<file path="src/rtl/mem_bus_master.sv">
// mem_bus_master: CPU-side initiator for the word-addressed memory bus.
// Accepts one read/write request at a time over valid/ready, drives a
// registered address/write-data/write-strobe to memory, waits WAIT_STATES
// cycles, then returns a one-cycle response pulse with captured read data.
// Optional feature: define MEM_BUS_RANGE_CHECK_EN to flag addresses
// >= MEM_WORDS (suppressed write strobe, zero read data, rsp_err=1).
module mem_bus_master #(
    parameter int ADDR_W      = 17,
    parameter int DATA_W      = 32,
    parameter int WAIT_STATES = 1,
    parameter int MEM_WORDS   = 128
) (
    input  logic              clock,
    input  logic              reset,
    input  logic              req_valid,
    output logic              req_ready,
    input  logic              req_write,
    input  logic [ADDR_W-1:0] req_addr,
    input  logic [DATA_W-1:0] req_wdata,
    output logic              rsp_valid,
    output logic [DATA_W-1:0] rsp_rdata,
    output logic [ADDR_W-1:0] mem_address,
    output logic              mem_write_en,
    output logic [DATA_W-1:0] mem_wdata,
    input  logic [DATA_W-1:0] mem_rdata,
`ifdef MEM_BUS_RANGE_CHECK_EN
    output logic              rsp_err,
`endif
    output logic              busy
);

    typedef enum logic [1:0] {
        ST_IDLE   = 2'd0,
        ST_WAIT   = 2'd1,
        ST_ACCESS = 2'd2
    } state_t;

    localparam logic [3:0] WAIT_LOAD = 4'(WAIT_STATES);

    state_t     state_reg;
    state_t     state_next;
    logic [3:0] cnt_reg;
    logic       write_reg;
    logic       bad_reg;
    logic       req_bad;
    logic       accept;
    logic       enter_access;
    logic       op_write;
    logic       op_bad;

`ifdef MEM_BUS_RANGE_CHECK_EN
    localparam logic [ADDR_W:0] MEM_LIMIT = (ADDR_W+1)'(MEM_WORDS);
    assign req_bad = ({1'b0, req_addr} >= MEM_LIMIT);
`else
    logic unused_cfg;
    assign unused_cfg = (MEM_WORDS > 0);
    assign req_bad    = 1'b0;
`endif

    assign req_ready = (state_reg == ST_IDLE);
    assign busy      = (state_reg != ST_IDLE);

    // Next-state logic; the strobe for the ACCESS cycle is decided from the
    // request being accepted (IDLE) or the latched flags (WAIT).
    always_comb begin
        state_next   = state_reg;
        accept       = 1'b0;
        case (state_reg)
            ST_IDLE: begin
                if (req_valid) begin
                    accept     = 1'b1;
                    state_next = (WAIT_LOAD == 4'd0) ? ST_ACCESS : ST_WAIT;
                end
            end
            ST_WAIT: begin
                // The counter reaches zero on this edge: enter ACCESS now.
                if (cnt_reg <= 4'd1) begin
                    state_next = ST_ACCESS;
                end
            end
            default: state_next = ST_IDLE;
        endcase
        enter_access = (state_next == ST_ACCESS) && (state_reg != ST_ACCESS);
        op_write     = (state_reg == ST_IDLE) ? req_write : write_reg;
        op_bad       = (state_reg == ST_IDLE) ? req_bad   : bad_reg;
    end

    // State register and registered bus/response datapath.
    always_ff @(posedge clock) begin
        if (reset) begin
            state_reg    <= ST_IDLE;
            cnt_reg      <= 4'd0;
            write_reg    <= 1'b0;
            bad_reg      <= 1'b0;
            rsp_valid    <= 1'b0;
            rsp_rdata    <= '0;
            mem_address  <= '0;
            mem_write_en <= 1'b0;
            mem_wdata    <= '0;
`ifdef MEM_BUS_RANGE_CHECK_EN
            rsp_err      <= 1'b0;
`endif
        end else begin
            state_reg    <= state_next;
            rsp_valid    <= 1'b0;
            mem_write_en <= enter_access && op_write && !op_bad;
`ifdef MEM_BUS_RANGE_CHECK_EN
            rsp_err      <= 1'b0;
`endif
            if (accept) begin
                mem_address <= req_addr;
                mem_wdata   <= req_wdata;
                write_reg   <= req_write;
                bad_reg     <= req_bad;
                cnt_reg     <= WAIT_LOAD;
            end else if (state_reg == ST_WAIT) begin
                cnt_reg <= cnt_reg - 4'd1;
            end
            if (state_reg == ST_ACCESS) begin
                rsp_valid <= 1'b1;
                if (!write_reg) begin
                    rsp_rdata <= bad_reg ? '0 : mem_rdata;
                end
`ifdef MEM_BUS_RANGE_CHECK_EN
                rsp_err <= bad_reg;
`endif
            end
        end
    end

endmodule

</file>
<file path="config.mk">
export PLATFORM = sky130hd
export DESIGN_NAME = mem_bus_master
export DESIGN_NICKNAME = d
export VERILOG_FILES = /design/src/rtl/mem_bus_master.sv
export SDC_FILE = /design/constraint.sdc
export NUM_CORES = 1
export LEC_CHECK = 0
export ABC_CLOCK_PERIOD_IN_PS = 1340
export BUFFER_PORTS_ARGS = -buffer_cell sky130_fd_sc_hd__buf_2
export CORE_ASPECT_RATIO = 0.6
export CORE_MARGIN = 2
export CORE_UTILIZATION = 39
export DETAILED_ROUTE_END_ITERATION = 10
export MAX_ROUTING_LAYER = met4
export PLACE_DENSITY = 0.86
export SYNTH_ARGS = -nofsm -noshare
export SYNTH_HDL_FRONTEND = slang
export SYNTH_SLANG_ARGS = --single-unit
</file>
<file path="constraint.sdc">
create_clock -name clock -period 1.34 [get_ports clock]
set_clock_uncertainty 0.1 [all_clocks]
set_input_delay 0.134 -clock clock [delete_from_list [all_inputs] [get_ports clock]]
set_output_delay 0.134 -clock clock [all_outputs]
set_load 0.02 [all_outputs]
</file>
Word-level counts from Yosys, hierarchy flattened
Cells that the tools add are included.
{ "word_totals": {"ramBits": 0, "latch_bits": 0, "word_cells": 32, "ff_bits": 90, "output_inout_bits": 85, "mem_count": 0, "rom_bits": 0} }
{ "op_classes": {"n_mul": 0, "magnitude_cmp": 1, "muxes": 9, "n_shift": 0, "n_addsub": 1, "eq_ne": 4, "n_bitwise": 1, "n_reduce_logical": 7, "div_mod_pow": 0} }
{ "ops": {"columns": ["operator", "n"], "rows": [
  ["2-to-1 mux 1 bit", 6],
  ["== test 2 bit (second input constant)", 2],
  ["less-or-equal comparator 4 x 1 -> 1 bit (second input constant)", 1],
  ["2-to-1 mux 2 bit", 2],
  ["case mux 2 bit (2 select lines)", 1],
  ["nonzero test 2 bit", 2],
  ["subtractor 4 x 1 -> 4 bit (second input constant)", 1],
  ["== test 2 x 1 -> 1 bit (second input constant)", 1],
  ["logical AND 1 bit", 2],
  ["logical NOT 2 bit", 1],
  ["inequality test 2 bit (second input constant)", 1],
  ["AND reduction 2 bit", 1],
  ["OR reduction 2 bit", 1],
  ["inverter 1 bit", 1]
]} }

Depth between registers and ports, before layout
{ "logic_depth": {"ltp_word": 6, "mapped_depth": 6, "depth_no_buf": 5} }

Least setup slack after synthesis
OpenSTA, ideal clock, no wires.
{ "synth_timing": {"kind": "flip-flop to flip-flop", "startpoint": "reg state_reg[0]", "endpoint": "reg rsp_rdata[0]", "setup_slack_ps": -39, "synth_period_minus_slack_ps": 1379, "setup_ps": 132, "stages_incl_launch_ff": 7, "path_buffers": 3, "arrival_time_ps": 1147, "path_cell_list": "dfxtp_1 > buf_2 > or3b_1 > buf_2 > buf_6 > nand2_1 > a21oi_1"} }
{ "synth_via": {"elab_chain_len": 2} }
{ "synth_rtl": {"columns": ["element", "line_no", "rtl"], "rows": [
  ["from (decl)", "40", "state_t state_reg;"],
  ["from (signal assigned)", "104", "state_reg <= state_next;"],
  ["== test 2 bit", "119", "if (state_reg == ST_ACCESS) begin"],
  ["AND reduction 2 bit (no source line)", null, null],
  ["to (signal assigned)", "122", "rsp_rdata <= bad_reg ? '0 : mem_rdata;"],
  ["to (decl)", "21", "output logic [DATA_W-1:0] rsp_rdata,"]
]} }
No other way between the ends.
A chain may end at the register's enable or synchronous reset.

Worst setup path in the final report
{ "layout_timing": {"startpoint": "reg state_reg[1]", "endpoint": "reg rsp_rdata[23]"} }
The elaborated chain is that of the path after synthesis.

==> summary.md <==
| Metric | Value |
|---|---|
| Final slew viol count | 0 |
| Fin area | 5580 um2 |
| Drt drc | 0 |
| Area of the die | 8515 um2 |
| Routed Antenna Nets | 0 |
| Syn Area/Cell | 10.31 um2 |
| Antenna violations before repair | 2 |
| Yosys reg bits | 90 |
| Yosys top cell by area | dfxtp_1 |
| First-pass GRT wire length | 14740 um |
| Reg clk slew, reported paths | 0.06 ns |
| Routed length on met2 | 5553 um |
| Final period utilization | 110.4% |
| Syn Nets | 381 |
| Sequential area share after synthesis | 59.45% |
| HP Class | input pin to flip-flop |
| Post-synthesis cell area | 3030 um2 |
| Leakage power | 0.002584 uW |
| Max incr delay on CP | 0.43 ns |
| Cell Chain, Critical Path | buf_6 > or3b_4 > clkbuf_16 > nand2_1 > a21oi_1 |
| Pwr dens | 1238 nW/um2 |
| Num ports | 170 |
| Synthesized instance count | 294 |
| Layout Area Growth over Synthesis | 84.15% |
| Crit path max-delay family | simple AND/OR/NAND/NOR gates |
| Final wirelength | 11030 um |
| Worst hold slack | 0.1504 ns |
| Critical Path End Type | flip-flop |
| RSZ-0062 raised after global routing | true |
| Die Y | 72.28 um |
| TritonCTS clock tree | done |
| Setup TNS | -8.158 ns |
| HPWL Detailed | 5295 um |
| DR WL/cell | 16.46 um |
| Clk root buf | clkbuf_16 |
| Unique masters post-synth | 27 |
| Uppermost layer routed | met4 |
| Clk_lat worst skew | 0.32 ns |
| Total core area | 7387 um2 |
| Achievable Freq | 676.1 MHz |
| Die width | 117.8 um |
| Share of cells above drive strength 1 | 45.21% |
| Vias post-DR | 3280 |
| Clock Path Buffers | 2 |
| GP Congestion | 0.8161 |
| Initial Util | 41.02% |
| Synth top area share | 59.45% |
| Critical path class | flip-flop to flip-flop |
| Placed Cells | 553 |
| Number of global-route vias before repair | 3145 |
| Most common cell after layout, fill and taps aside | buf_2 |
| DRT Pass-1 Iters | 5 |
| Worst-Margin Slew | 0.4199 ns |
| Setup ws final | -0.1390 ns |
| Slew headroom | 71.94% |
| Clock sinks | 90 |
| Via density | 4.896 |
| GRT overflow | 0 |
| Failing checks | setup timing |
| Warnings, synthesis | 0 |
| Starting DRT DRC Count | 176 |
| Final Hold Vio Count | 0 |
| Max cap viols | 0 |
| Met1 WL | 4522 um |
| Crit-path slowest cell | or3b_4 |
| Biggest regs | mem_wdata x32, rsp_rdata x32, mem_address x17 |
| Finish-stage setup viols | 85 |
| Worst ir drop on vdd | 689.2 uV |
| Flop-to-flop setup slack | -0.14 ns |
| Worst EP required | 1.43 ns |
| Input/output buffers | 169 |
| Crit path launch type | flip-flop |
| Nets@finish | 648 |
| Outcome | finished with violations |
| Most frequent cells in the layout | buf_2 (167), dfxtp_1 (87), dlygate4sd3_1 (82) |
| Row cnt | 24 |
| Final min period | 1.479 ns |
| Tot GR Track Use | 22.48% |
| Synth top area cells | dfxtp_1 (59%), a22o_1 (14%), nand2_1 (8.1%) |
| Placed cell area | 3970 um2 |
| Final non-filler cell total | 670 |
| Largest net degree at the start of global routing | 52 |
| CTS H-tree lvls | 3 |
| Worst-path fanout max | 16 |
| Crit path buffers/inverters | 2 |
| Wire length on met3 | 687 um |
| Final core occ | 75.54% |
| CTS buffer count | 9 |
| Worst path arrival time | 1.57 ns |
==> through the flow <==
stage	setup WS, ns	total power, uW
after floorplan	-0.01837	3622
after global placement	-0.3061	3965
after detailed placement	-0.3679	3999
after CTS	-0.08911	6698
after global routing	-0.1739	7167
final	-0.1390	6909
==> cell usage after synthesis <==
cell type  number
a22o_1         50
a211oi_1        1
clkbuf_1        4
o21ai_0         1
dfxtp_1        90
nand2b_1        1
o41ai_1         1
or3_1           1
buf_4           1
nor2b_1         2
a21o_1          1
nor4b_1         1
xor2_1          1
buf_6           8
nor3b_1         1
a21oi_1        34
buf_2          10
ha_1            2
nand3b_1        2
inv_1           3
nor3_1          1
and2_1          1
nor3b_2         2
or3b_1          1
or2_2           2
nor2_1          7
nand2_1        65
==> cells by family (layout without fill, tap and decap cells) <==
logic type	count (synthesis)	in the layout	share of synthesized area, %
xor gates and xnor gates	1	1	0.2891
AOI/OAI and AO/OA	88	88	21.02
buffers and inverters	26	293	5.739
adders and majority gates	2	2	0.8256
other	0	2	0
DFF	90	90	59.46
and+or+nand+nor	87	90	12.68
==> per-layer routing <==
layer / track usage [%] / vias up
li1: - / 1560
met1: 25.04 / 1540
met2: 40.70 / 157
met3: 5.582 / 23
met4: 6.560 / 0
met5: - / -
==> cell type report <==
class | instances | area [um2]
repair buffers | 276 | 2039
fillers | 488 | 1807
flip-flops and latches | 90 | 1805
multi-input cells | 181 | 1296
clock buffers | 10 | 239.0
well taps | 104 | 130.1
clock inverters | 4 | 53.80
inverters | 3 | 11.26
diodes | 2 | 5.005
==> power breakdown <==
part | internal, uW | switching (uW) | total, uW | leakage (uW)
Combinational | 731 | 748 | 1480 | 0.00171
Clock | 1480 | 972 | 2450 | 0.000137
Sequential | 2860 | 117 | 2980 | 0.000736
==> final timing paths <==
check                                           startpoint  cells after the start                    endpoint
worst max-delay path               state_reg[1]$_SDFF_PP0_                      5  rsp_rdata[23]$_SDFFE_PP0P_
worst min-delay path                             req_valid                      4     cnt_reg[0]$_SDFFE_PP0P_
worst max register to register     state_reg[1]$_SDFF_PP0_                      5  rsp_rdata[23]$_SDFFE_PP0P_
worst min register to register  rsp_rdata[31]$_SDFFE_PP0P_                      2  rsp_rdata[31]$_SDFFE_PP0P_
==> worst reg2reg max path, stage by stage (launching register included) <==
cell and delay [ns]:
dfxtp_2 0.35, buf_6 0.13, or3b_4 0.43, clkbuf_16 0.20, nand2_1 0.08, a21oi_1 0.06
==> timing repair <==
action                                 in CTS  in global routing
pin swaps                                  38                 46
hold buffers                               82                  0
gates resized for setup                    14                 52
setup buffers                               4                  4
endpoints found under the hold margin      82                  0
cloned                                      3                  8
setup endpoints to repair                  86                 89
Note: power is estimated with default switching activity, not from simulation.
